<file path="config.mk">
export PLATFORM = sky130hd
export DESIGN_NAME = regs_wb_arbiter_flat
export DESIGN_NICKNAME = d
export VERILOG_FILES = /design/src/rtl/regs_wb_arbiter_if.sv /design/src/rtl/regs_wb_arbiter.sv /design/src/flat_wrapper.sv
export SDC_FILE = /design/constraint.sdc
export NUM_CORES = 1
export LEC_CHECK = 0
export CORE_ASPECT_RATIO = 0.8
export CORE_MARGIN = 2
export CORE_UTILIZATION = 39
export CTS_CLUSTER_SIZE = 24
export DETAILED_ROUTE_END_ITERATION = 10
export GPL_ROUTABILITY_DRIVEN = 1
export PLACE_DENSITY = 0.75
export SLEW_MARGIN = 20
export SYNTH_ARGS = -nofsm -noshare
export SYNTH_HDL_FRONTEND = slang
export SYNTH_SLANG_ARGS = --single-unit
</file>
<file path="constraint.sdc">
create_clock -name clkin -period 3.7 [get_ports clkin]
set_input_delay 0.74 -clock clkin [delete_from_list [all_inputs] [get_ports clkin]]
set_output_delay 0.74 -clock clkin [all_outputs]
set_load 0.05 [all_outputs]
</file>
<file path="src/rtl/regs_wb_arbiter_if.sv">
// Writeback bus between the execute/memory sources, the issue stage and the
// register-file write port of regs_wb_arbiter.
interface regs_wb_arbiter_if #(
  parameter int XLEN = 32,
  parameter int IDXW = 5
);
  localparam int NREG = 1 << IDXW;

  logic            alu_valid_in;
  logic [IDXW-1:0] alu_idx_in;
  logic [XLEN-1:0] alu_data_in;
  logic            alu_ready_out;

  logic            lsu_valid_in;
  logic [IDXW-1:0] lsu_idx_in;
  logic [XLEN-1:0] lsu_data_in;
  logic            lsu_ready_out;

  logic            issue_en_in;
  logic [IDXW-1:0] issue_rd_in;
  logic [IDXW-1:0] chk_rs1_in;
  logic [IDXW-1:0] chk_rs2_in;
  logic [IDXW-1:0] chk_rd_in;
  logic            hazard_out;

  logic            wr_en_out;
  logic [IDXW-1:0] wr_idx_out;
  logic [XLEN-1:0] wr_data_out;
  logic [NREG-1:0] busy_out;

  modport slave (
    input  alu_valid_in, alu_idx_in, alu_data_in,
    output alu_ready_out,
    input  lsu_valid_in, lsu_idx_in, lsu_data_in,
    output lsu_ready_out,
    input  issue_en_in, issue_rd_in, chk_rs1_in, chk_rs2_in, chk_rd_in,
    output hazard_out,
    output wr_en_out, wr_idx_out, wr_data_out, busy_out
  );

  modport master (
    output alu_valid_in, alu_idx_in, alu_data_in,
    input  alu_ready_out,
    output lsu_valid_in, lsu_idx_in, lsu_data_in,
    input  lsu_ready_out,
    output issue_en_in, issue_rd_in, chk_rs1_in, chk_rs2_in, chk_rd_in,
    input  hazard_out,
    input  wr_en_out, wr_idx_out, wr_data_out, busy_out
  );
endinterface

</file>
<file path="src/rtl/regs_wb_arbiter.sv">
// Register-file writeback arbiter (ALU vs LSU) with a pending-write scoreboard.
// Optional feature: define WB_ARB_ROUND_ROBIN_EN for round-robin contests; default is LSU priority.
module regs_wb_arbiter #(
  parameter int XLEN = 32,
  parameter int IDXW = 5
) (
  input logic               clkin,
  input logic               rst_in,
  regs_wb_arbiter_if.slave  bus
);
  localparam int NREG = 1 << IDXW;
  typedef logic [IDXW-1:0] idx_t;

  logic            contest_p0;
  logic            pick_alu_p0;
  logic            alu_rdy_p0;
  logic            lsu_rdy_p0;
  logic            grant_p0;
  idx_t            g_idx_p0;
  logic [XLEN-1:0] g_data_p0;
  logic [NREG-1:0] busy_nxt_p0;

  logic            wr_en_p1;
  idx_t            wr_idx_p1;
  logic [XLEN-1:0] wr_data_p1;
  logic [NREG-1:0] busy_p1;

  // A nonzero index stalls if a write to it is pending or still sitting in the output register.
  function automatic logic idx_hit(input idx_t idx, input logic [NREG-1:0] busy,
                                   input logic wen, input idx_t widx);
    return (idx != '0) && (busy[idx] || (wen && (widx == idx)));
  endfunction

  assign contest_p0 = bus.alu_valid_in & bus.lsu_valid_in;

`ifdef WB_ARB_ROUND_ROBIN_EN
  logic rr_alu_p1;

  // The pointer names the source preferred in the next contest; it flips only when contested.
  always_ff @(posedge clkin) begin
    if (rst_in)          rr_alu_p1 <= 1'b1;
    else if (contest_p0) rr_alu_p1 <= ~rr_alu_p1;
  end

  assign pick_alu_p0 = rr_alu_p1;
`else
  assign pick_alu_p0 = 1'b0;
`endif

  // ---- stage p0: combinational arbitration and scoreboard update ----
  always_comb begin
    alu_rdy_p0 = bus.alu_valid_in & (~bus.lsu_valid_in | pick_alu_p0);
    lsu_rdy_p0 = bus.lsu_valid_in & (~bus.alu_valid_in | ~pick_alu_p0);
    grant_p0   = alu_rdy_p0 | lsu_rdy_p0;
    g_idx_p0   = alu_rdy_p0 ? bus.alu_idx_in  : bus.lsu_idx_in;
    g_data_p0  = alu_rdy_p0 ? bus.alu_data_in : bus.lsu_data_in;
  end

  always_comb begin
    busy_nxt_p0 = busy_p1;
    if (grant_p0 && (g_idx_p0 != '0))
      busy_nxt_p0[g_idx_p0] = 1'b0;
    // Applied after the clear so a same-cycle reissue keeps the register pending.
    if (bus.issue_en_in && (bus.issue_rd_in != '0))
      busy_nxt_p0[bus.issue_rd_in] = 1'b1;
    busy_nxt_p0[0] = 1'b0;
  end

  // ---- stage p1: registered write port and scoreboard ----
  always_ff @(posedge clkin) begin
    if (rst_in) begin
      wr_en_p1   <= 1'b0;
      wr_idx_p1  <= '0;
      wr_data_p1 <= '0;
      busy_p1    <= '0;
    end else begin
      wr_en_p1 <= grant_p0 && (g_idx_p0 != '0);
      if (grant_p0) begin
        wr_idx_p1  <= g_idx_p0;
        wr_data_p1 <= g_data_p0;
      end
      busy_p1 <= busy_nxt_p0;
    end
  end

  assign bus.alu_ready_out = alu_rdy_p0;
  assign bus.lsu_ready_out = lsu_rdy_p0;
  assign bus.wr_en_out     = wr_en_p1;
  assign bus.wr_idx_out    = wr_idx_p1;
  assign bus.wr_data_out   = wr_data_p1;
  assign bus.busy_out      = busy_p1;
  assign bus.hazard_out    = idx_hit(bus.chk_rs1_in, busy_p1, wr_en_p1, wr_idx_p1) |
                             idx_hit(bus.chk_rs2_in, busy_p1, wr_en_p1, wr_idx_p1) |
                             idx_hit(bus.chk_rd_in,  busy_p1, wr_en_p1, wr_idx_p1);
endmodule

</file>
<file path="src/flat_wrapper.sv">
// flat-port wrapper written by rule: the top's interface ports become plain ports
module regs_wb_arbiter_flat 
#(
  parameter int XLEN = 32,
  parameter int IDXW = 5
)
  (clkin, rst_in, bus_alu_valid_in, bus_alu_idx_in, bus_alu_data_in, bus_alu_ready_out, bus_lsu_valid_in, bus_lsu_idx_in, bus_lsu_data_in, bus_lsu_ready_out, bus_issue_en_in, bus_issue_rd_in, bus_chk_rs1_in, bus_chk_rs2_in, bus_chk_rd_in, bus_hazard_out, bus_wr_en_out, bus_wr_idx_out, bus_wr_data_out, bus_busy_out);
  regs_wb_arbiter_if #(.XLEN(XLEN), .IDXW(IDXW)) bus_i ();
  input logic clkin;
  input logic rst_in;
  input wire logic [$bits(bus_i.alu_valid_in)-1:0] bus_alu_valid_in;
  input wire logic [$bits(bus_i.alu_idx_in)-1:0] bus_alu_idx_in;
  input wire logic [$bits(bus_i.alu_data_in)-1:0] bus_alu_data_in;
  output wire logic [$bits(bus_i.alu_ready_out)-1:0] bus_alu_ready_out;
  input wire logic [$bits(bus_i.lsu_valid_in)-1:0] bus_lsu_valid_in;
  input wire logic [$bits(bus_i.lsu_idx_in)-1:0] bus_lsu_idx_in;
  input wire logic [$bits(bus_i.lsu_data_in)-1:0] bus_lsu_data_in;
  output wire logic [$bits(bus_i.lsu_ready_out)-1:0] bus_lsu_ready_out;
  input wire logic [$bits(bus_i.issue_en_in)-1:0] bus_issue_en_in;
  input wire logic [$bits(bus_i.issue_rd_in)-1:0] bus_issue_rd_in;
  input wire logic [$bits(bus_i.chk_rs1_in)-1:0] bus_chk_rs1_in;
  input wire logic [$bits(bus_i.chk_rs2_in)-1:0] bus_chk_rs2_in;
  input wire logic [$bits(bus_i.chk_rd_in)-1:0] bus_chk_rd_in;
  output wire logic [$bits(bus_i.hazard_out)-1:0] bus_hazard_out;
  output wire logic [$bits(bus_i.wr_en_out)-1:0] bus_wr_en_out;
  output wire logic [$bits(bus_i.wr_idx_out)-1:0] bus_wr_idx_out;
  output wire logic [$bits(bus_i.wr_data_out)-1:0] bus_wr_data_out;
  output wire logic [$bits(bus_i.busy_out)-1:0] bus_busy_out;
  assign bus_i.alu_valid_in = bus_alu_valid_in;
  assign bus_i.alu_idx_in = bus_alu_idx_in;
  assign bus_i.alu_data_in = bus_alu_data_in;
  assign bus_alu_ready_out = bus_i.alu_ready_out;
  assign bus_i.lsu_valid_in = bus_lsu_valid_in;
  assign bus_i.lsu_idx_in = bus_lsu_idx_in;
  assign bus_i.lsu_data_in = bus_lsu_data_in;
  assign bus_lsu_ready_out = bus_i.lsu_ready_out;
  assign bus_i.issue_en_in = bus_issue_en_in;
  assign bus_i.issue_rd_in = bus_issue_rd_in;
  assign bus_i.chk_rs1_in = bus_chk_rs1_in;
  assign bus_i.chk_rs2_in = bus_chk_rs2_in;
  assign bus_i.chk_rd_in = bus_chk_rd_in;
  assign bus_hazard_out = bus_i.hazard_out;
  assign bus_wr_en_out = bus_i.wr_en_out;
  assign bus_wr_idx_out = bus_i.wr_idx_out;
  assign bus_wr_data_out = bus_i.wr_data_out;
  assign bus_busy_out = bus_i.busy_out;
  regs_wb_arbiter #(.XLEN(XLEN), .IDXW(IDXW)) u_core (.clkin(clkin), .rst_in(rst_in), .bus(bus_i));
endmodule
</file>
# Yosys cells after proc, flatten, opt, wreduce, memory -nomap -nowiden
# Cells that the tools add are included.
[op_classes] order_cmp=7 n_reduce_logical=18 n_eq_ne=3 mux=14 n_bitwise=8
[op_table] op="$mux W32" count=3
[op_table] op="$and A32 B32 Y32" count=1
[op_table] op="$not A32 Y32" count=1
[op_table] op="$or A32 B32 Y32" count=1
[op_table] op="$lt A5 B6 Y1 const B" count=5
[op_table] op="$reduce_bool A5 Y1" count=5
[op_table] op="$bmux W1 S5" count=3
[op_table] op="$eq A5 B5 Y1" count=3
[op_table] op="$demux W1 S5" count=2
[op_table] op="$ge A5 B1 Y1 const B" count=2
[op_table] op="$logic_and A1 B1 Y1" count=10
[op_table] op="$mux W1" count=5
[op_table] op="$mux W5" count=1
[op_table] op="$logic_or A1 B1 Y1" count=3
[op_table] op="$or A1 B1 Y1" count=3
[op_table] op="$and A1 B1 Y1" count=1
[op_table] op="$not A1 Y1" count=1
[totals] out_inout_bits=73 word_cells=55 ff_bits=70

# Depth between registers and ports, before layout
# Gate-level depths: netlist (run 1).
[logic_depth] word_depth=12 ltp_mapped=7 ltp_nobuf=7

# Worst setup path after synthesis (run 1)
# Ideal clock, no wire load.
[synth_path] path_kind="in2out" startpoint="input port bus_chk_rs2_in[0]" endpoint="output port bus_hazard_out" t_arrival_ns=2.567 stages=6 path_buffers=1 path_slack_ns=0.393 required_time_ns=2.960 cell_sequence="buf_6 > mux4_1 > mux4_2 > mux2i_1 > a2bb2oi_1 > a311o_1"
[synth_between] elab_chain_cells=6 word_cells_on_any_way=9
[synth_lines] element="start: declaration" line_no="flat_wrapper.sv:22" text="input wire logic [$bits(bus_i.chk_rs2_in)-1:0] bus_chk_rs2_in;"
[synth_lines] element="$bmux W1 S5 / $eq A5 B5 Y1 (equally long branches)" line_no="regs_wb_arbiter.sv:31" text="return (idx != '0) && (busy[idx] || (wen && (widx == idx)));"
[synth_lines] element="$mux W1 (implied by the code) / $logic_and A1 B1 Y1 (equally long branches)" line_no="regs_wb_arbiter.sv:31"
[synth_lines] element="$logic_or A1 B1 Y1" line_no="regs_wb_arbiter.sv:31"
[synth_lines] element="$logic_and A1 B1 Y1 (*)" line_no="regs_wb_arbiter.sv:31"
[synth_lines] element="$or A1 B1 Y1 (*)" line_no="regs_wb_arbiter.sv:92" text="assign bus.hazard_out = idx_hit(bus.chk_rs1_in, busy_p1, wr_en_p1, wr_idx_p1) |"
[synth_lines] element="$or A1 B1 Y1 (*)" line_no="regs_wb_arbiter.sv:93" text="idx_hit(bus.chk_rs2_in, busy_p1, wr_en_p1, wr_idx_p1) |"
[synth_lines] element="end: declaration" line_no="flat_wrapper.sv:24" text="output wire logic [$bits(bus_i.hazard_out)-1:0] bus_hazard_out;"
# Every way passes the cells marked *; elsewhere a longest branch is shown, timed or not. The select of a mux whose other input is x is not followed.

# Final worst setup path (run 1)
# Same ends and word-level chain as after synthesis.

==> impl_metrics.tcl, run 1 <==
set metrics [dict create \
    ys_top_cells_by_count "86 x sky130_fd_sc_hd__nor2_1, 69 x sky130_fd_sc_hd__dfxtp_1, 66 x sky130_fd_sc_hd__a21oi_1" \
    synth.top_cells.by_area "sky130_fd_sc_hd__dfxtp_1 34%, sky130_fd_sc_hd__mux2i_1 9.7%, sky130_fd_sc_hd__mux4_2 8.4%, sky130_fd_sc_hd__a21oi_1 8.2%, sky130_fd_sc_hd__nor2_1 8.0%" \
    netlist.area_leader.share_pct 34.3 \
    port_buffers 170 \
    path_delay_family "multiplexers" \
    clkSinkCount 69 \
    first_global_vias 4120 \
    layout-drive-gt1-share_pct 7.78 \
    power.share.combinational_pct 22.6 \
    grt_antenna_before_repair 0 \
    num-fill-cells 915 \
    synth_area_um2 4030 \
    setup_repair_after_global_routing_missed_its_margin "no" \
    cts.reportedPaths.clkPinSlew_ps 50 \
    power_frac_clock_pct 43.2 \
    power.static_leakage_nw 2.38 \
    crit_path_end_kind "output pin" \
    hold_class "reg -> reg" \
    dp_hpwl_mm 10.4 \
    core-area_um2 10200 \
    tritoncts_clock_tree "yes" \
    power.ir.vdd_worst_uv 251 \
    rrSetupSlack_ps 2620 \
    global_route.usage.total_pct 24.9 \
    clock_skew_ps 0 \
    ctsLongestPathBuffers 2 \
    clock_tree.root_cell "sky130_fd_sc_hd__clkbuf_16" \
    gr-total-overflow 0 \
    synth_enable_flop_cells 0 \
    wl_mm 14.1 \
    dp_cells 764 \
    run_status "completed" \
    path_max_fanout 5 \
    reg2reg_to "u_core.bus.wr_idx_out[0]" \
    synthesis.nets 583 \
    io_pins 172 \
    drt_pass1_iterations 5 \
    power.sequential.fraction_pct 34.3 \
    critical-path-slowest-cell "sky130_fd_sc_hd__mux4_1" \
    synth_cells 484 \
    setup.worst_path.start_class "primary input" \
    rows 33 \
    worst_hold_startpoint "u_core.bus.busy_out[12]" \
    synthesis.yosys.warnings 0 \
    syn_avg_cell_area_um2 8.32 \
    intPower_mw 1.71 \
    final-seq-area_um2 1380 \
    synth-async-reset-ratio_pct 0 \
    insertion_delay_ps 320 \
    dpl_worst_slack_ps -188 \
    cell_with_the_most_instances_after_synthesis "sky130_fd_sc_hd__nor2_1" \
    total_of_flip_flops_plus_latches_after_synthesis 69 \
    drc 0 \
    fp.dieArea_um2 11200 \
    worstRegToRegCells 4 \
    drv_cap 0 \
    final_cell_area_um2 6210 \
    die_h_um 94.9 \
    timing.final.crit_period_ps 3620 \
    area_growth_pct 54.1 \
    hold_path_depth 2 \
    initial_utilization_pct 39.7 \
    multi_input_comb_area_um2 2460 \
    largest_incremental_delay_on_the_critical_path_ps 600 \
    yosys_most_used_dff "sky130_fd_sc_hd__dfxtp_1" \
    critical_path.reg2reg.startpoint "u_core.bus.wr_idx_out[0]" \
    whs_endpoint "u_core.bus.busy_out[12]" \
    numCtsBuffers 9 \
    cells_traversed_along_the_worst_timing_path "clkdlybuf4s15_1 > mux4_1 > mux4_2 > mux2i_1 > a2bb2oi_1 > a311o_1 > buf_6" \
    critical_path_class "in -> out" \
    layout.cells.non_filler 783 \
    timing.slew.headroom_pct 49.2 \
    grt_max_degree 77 \
    finalWeightedCongestion 0.907 \
    final_hold_viol_count 0 \
    max_clock_freq_mhz 276 \
    total_switching_power_uw 645 \
    setup_viol 0 \
    fp.dieW_um 118 \
    powerDensity_nw_per_um2 379 \
    number_of_nets_in_the_layout 737 \
    n_antenna_cell 0 \
    cts-htree-levels 3 \
    postRouteAntennaNets 0 \
    wp_buf_inv 2 \
    wl_per_cell_um 18.0 \
    synth.largest_area_cell "sky130_fd_sc_hd__dfxtp_1" \
    worstPathArrival_ps 2880 \
    req_time_crit_path_ps 2960 \
    drv_slew 0 \
    drt-vias-per-instance 5.53 \
    final.period_utilization_pct 98.0 \
    timing_worst_slew_pin_value_ps 742 \
    finalWorstSetupSlack_ps 75.4 \
    first_pass_grt_wire_length_mm 21.8 \
    detailed_place.area_um2 5800 \
    num_vias 4332 \
    drt-initial-drc-count 356 \
    synth-seq-area-share_pct 34.3 \
    synthDistinctLibCells 41 \
    power_switching_share_pct 27.4 \
]
## cells by family (layout without fill, tap and decap cells)
logic type      count (synthesis)  count (layout)  synth area share, %
flops                          69              69                 34.3
buf+inv                        45             204                 4.63
simple gates                  170             170                 17.8
other cells                     1               1               0.0931
mux                            65              65                 23.8
compound gates                119             119                 16.1
xor+xnor                       15              15                 3.26
## state kept, by name, summed over array words and instances, names as in the netlist
signal and flops:
u_core.bus.wr_en_out 1, u_core.bus.wr_data_out 32, u_core.bus.wr_idx_out 5, u_core.bus.busy_out 31
## metal layers
layer / vias to the layer above / GRT usage (%) / wire length [µm]
met4: 0 / 9.34 / 278
met2: 222 / 41.4 / 6830
li1: 2031 / - / -
met3: 29 / 5.50 / 1140
met1: 2050 / 32.1 / 5850
met5: - / 0 / 0
## worst max-delay path by stage
stage | start | end | slack, ps | cells past startpoint
2_1_floorplan | bus_chk_rs2_in[0] | bus_hazard_out | 390 | 6
3_3_place_gp | bus_chk_rs2_in[0] | bus_hazard_out | -150 | 7
3_5_place_dp | bus_chk_rs2_in[0] | bus_hazard_out | -190 | 7
4_1_cts | bus_chk_rs2_in[2] | bus_hazard_out | 30 | 7
5_1_grt | bus_chk_rs2_in[0] | bus_hazard_out | 7 | 7
6_report | bus_chk_rs2_in[0] | bus_hazard_out | 80 | 7
## final cells by class
class                   count  share of cell area [%]
clock buffers              11                    4.07
clock inverters             5                    1.71
inverters                   8                   0.484
multi-input cells         370                    39.6
flip-flops and latches     69                    22.3
well taps                 140                    2.82
repair buffers            180                    29.0
## per-stage QoR
stage / TNS (ps) / hold slack, ps / utilization [%] / total power [mW]
2_1_floorplan: 0 / 734 / - / 1.12
3_3_place_gp: -145 / 537 / 57.1 / 1.33
3_5_place_dp: -188 / 545 / 57.1 / 1.34
5_1_grt: 0 / 592 / 61.1 / 2.44
6_report: 0 / 570 / 61.1 / 2.35
4_1_cts: 0 / 557 / 60.6 / 2.36
## tightest hold or removal path, cell delays in order (launching register included)
cell and delay (ps):
sky130_fd_sc_hd__dfxtp_1 360, sky130_fd_sc_hd__o21ai_0 90, sky130_fd_sc_hd__a21oi_1 70
## power groups by stage
stage	logic (mW)	clock network [mW]	registers, mW
after floorplan	0.197	0	0.924
after global placement	0.513	0	0.820
after detailed placement	0.523	0	0.821
after CTS	0.525	1.03	0.806
after global routing	0.563	1.07	0.809
final	0.531	1.02	0.806
## cells in the final DEF, fill, tap and decap left out, drive strengths merged, types with 2 or more instances in the layout
cell type,Yosys,final
clkdlybuf4s50,0,163
nor2,86,86
dfxtp,69,69
a21oi,66,66
nand2,49,49
mux2i,39,39
o21ai,32,32
mux4,22,22
buf,17,13
xor2,12,12
clkbuf,20,12
a31oi,8,8
inv,7,7
nor4,6,6
nor3,6,6
nand3,6,6
nand2b,4,4
mux2,4,4
nor2b,4,4
xnor2,3,3
a211oi,3,3
bufinv,0,3
and3,2,2
o211ai,2,2
nand3b,2,2
nor3b,2,2
dlymetal6s2s,0,2
clkinv,1,2
## repair_timing
action | CTS | global route
pin swaps | 0 | 1
resized for setup | 1 | 4
buffers inserted | 0 | 2
gates cloned | 0 | 1
hold buffers | 0 | 0
setup endpoints to repair | 1 | 1
Note: power is estimated with default switching activity, not from simulation.
==> inputs of run 2 (changes only) <==
Settings changed: HOLD_SLACK_MARGIN set to 0.15.
==> results of run 2 <==
The final DEF is identical to that of run 1; final timing and power are the same.
==> RTL edit, RTL diff (config.mk and constraints of run 1) <==
Add a define of `WB_ARB_ROUND_ROBIN_EN`.
--- a/src/rtl/regs_wb_arbiter.sv
+++ b/src/rtl/regs_wb_arbiter.sv
@@ -1,5 +1,7 @@
 // Register-file writeback arbiter (ALU vs LSU) with a pending-write scoreboard.
 // Optional feature: define WB_ARB_ROUND_ROBIN_EN for round-robin contests; default is LSU priority.
+`define WB_ARB_ROUND_ROBIN_EN
+
 module regs_wb_arbiter #(
   parameter int XLEN = 32,
   parameter int IDXW = 5
Behaviour: not the same (Yosys sat finds a counterexample within 4 cycles, from zero or initial values and one cycle with rst_in high).
==> RTL edit against run 1 <==
- routed wire length rose by 5.6%
- clock skew rose by 0.0092 ns
- sequential cell count rose by 1
- area after synthesis rose by 2.7%
- clock power fell by 14%
- global-route usage fell by 0.66 points
- worst setup slack improved by 0.14 ns
- core utilization rose by 0.43 points
- combinational power rose by 13%
- power fell by 1.9%
- sequential power rose by 2.9%
- design area rose by 1.9%
- register-to-register slack got worse by 1.1 ns
- die area rose by 2.6%
- critical path type unchanged
==> RTL edit: results <==
{
  "synthXorXnorAreaFrac_pct": 3.17,
  "slew_headroom_pct": 35.5,
  "hold_ws_ns": 0.497,
  "seqCellArea_um2": 1400,
  "clkbuf_count": 10,
  "cp_slowest_cell": "clkdlybuf4s50_1",
  "r2r_cells": 6,
  "grt_pass1_wl_mm": 21.8,
  "place_ws_ns": 0.00845,
  "final-nonclk-buf-share_pct": 29.7,
  "vias_per_cell": 5.72,
  "multi_input_cells": 374,
  "seq_cells": 70,
  "synthToLayoutAreaGrowth_pct": 52.9,
  "cp_max_fo": 10,
  "nFillCells": 831,
  "fin_skew_ns": 0.00923,
  "synth.area.top_cells": "dfxtp_1, nand2_1, mux4_2, a311oi_1, o31ai_1",
  "slowest_delay_ns": 0.73,
  "seq_area_frac_synth_pct": 33.9,
  "vdd_drop_max_uv": 223,
  "grt_max_degree": 65,
  "grt_pass1_vias": 4169,
  "comb_power_mw": 0.599,
  "placed_cell_area_um2": 5970,
  "p_leak_nw": 2.35,
  "status": "finished, final reports clean",
  "inv_count": 7,
  "swShare_pct": 31.2,
  "multi_input_area_share_pct": 40.1,
  "gp_congestion": 0.874,
  "worstHoldEndpoint": "u_core.bus.wr_data_out[24]$_SDFFE_PP0P_",
  "ys_top_cells_by_count": "nand2_1, dfxtp_1, nor2_1",
  "grt_use_total_pct": 24.3,
  "muxShareOfSynthArea_pct": 14.6,
  "signal_buffers": 188,
  "wl_mm": 14.9,
  "r2r_slack_ns": 1.56,
  "cp.arrival_ns": 2.75,
  "synth_cell_type_count": 46,
  "power_mw": 2.31,
  "drtIter0Drc": 388,
  "hpwl_mm": 10.9,
  "rr_endpoint": "u_core.bus.busy_out[17]$_SDFF_PP0_",
  "synth_fa_ha_area_share_pct": 0,
  "reg2reg_from": "u_core.pick_alu_p0$_SDFFE_PP1P_",
  "powerClk_mw": 0.880,
  "setup_ws_ns": 0.211
}
-- RTL edit: worst max path at each step --
stage                                end  depth (start not counted)  slack, ns         startpoint
after global routing      bus_hazard_out                          8       0.07  bus_chk_rs2_in[2]
after detailed placement  bus_hazard_out                          6      0.008  bus_chk_rs1_in[0]
final                     bus_hazard_out                          7       0.21  bus_chk_rs2_in[2]
after floorplan           bus_hazard_out                          7       0.41  bus_chk_rs1_in[1]
after global placement    bus_hazard_out                          6       0.08  bus_chk_rs1_in[0]
after CTS                 bus_hazard_out                          6      0.002  bus_chk_rs1_in[0]
-- RTL edit: layer usage --
metal | global-route usage (%) | routed length (um)
met1 | 31.2 | 6170
met2 | 40.8 | 7220
met3 | 5.86 | 1240
met4 | 7.24 | 263
met5 | 0 | 0
-- RTL edit: timing repair --
item	4_1_cts	5_1_grt
hold buffers	0	0
buffers inserted	0	2
resized for setup	0	3
endpoints found under the setup margin	0	1
hold endpoints to repair	0	0
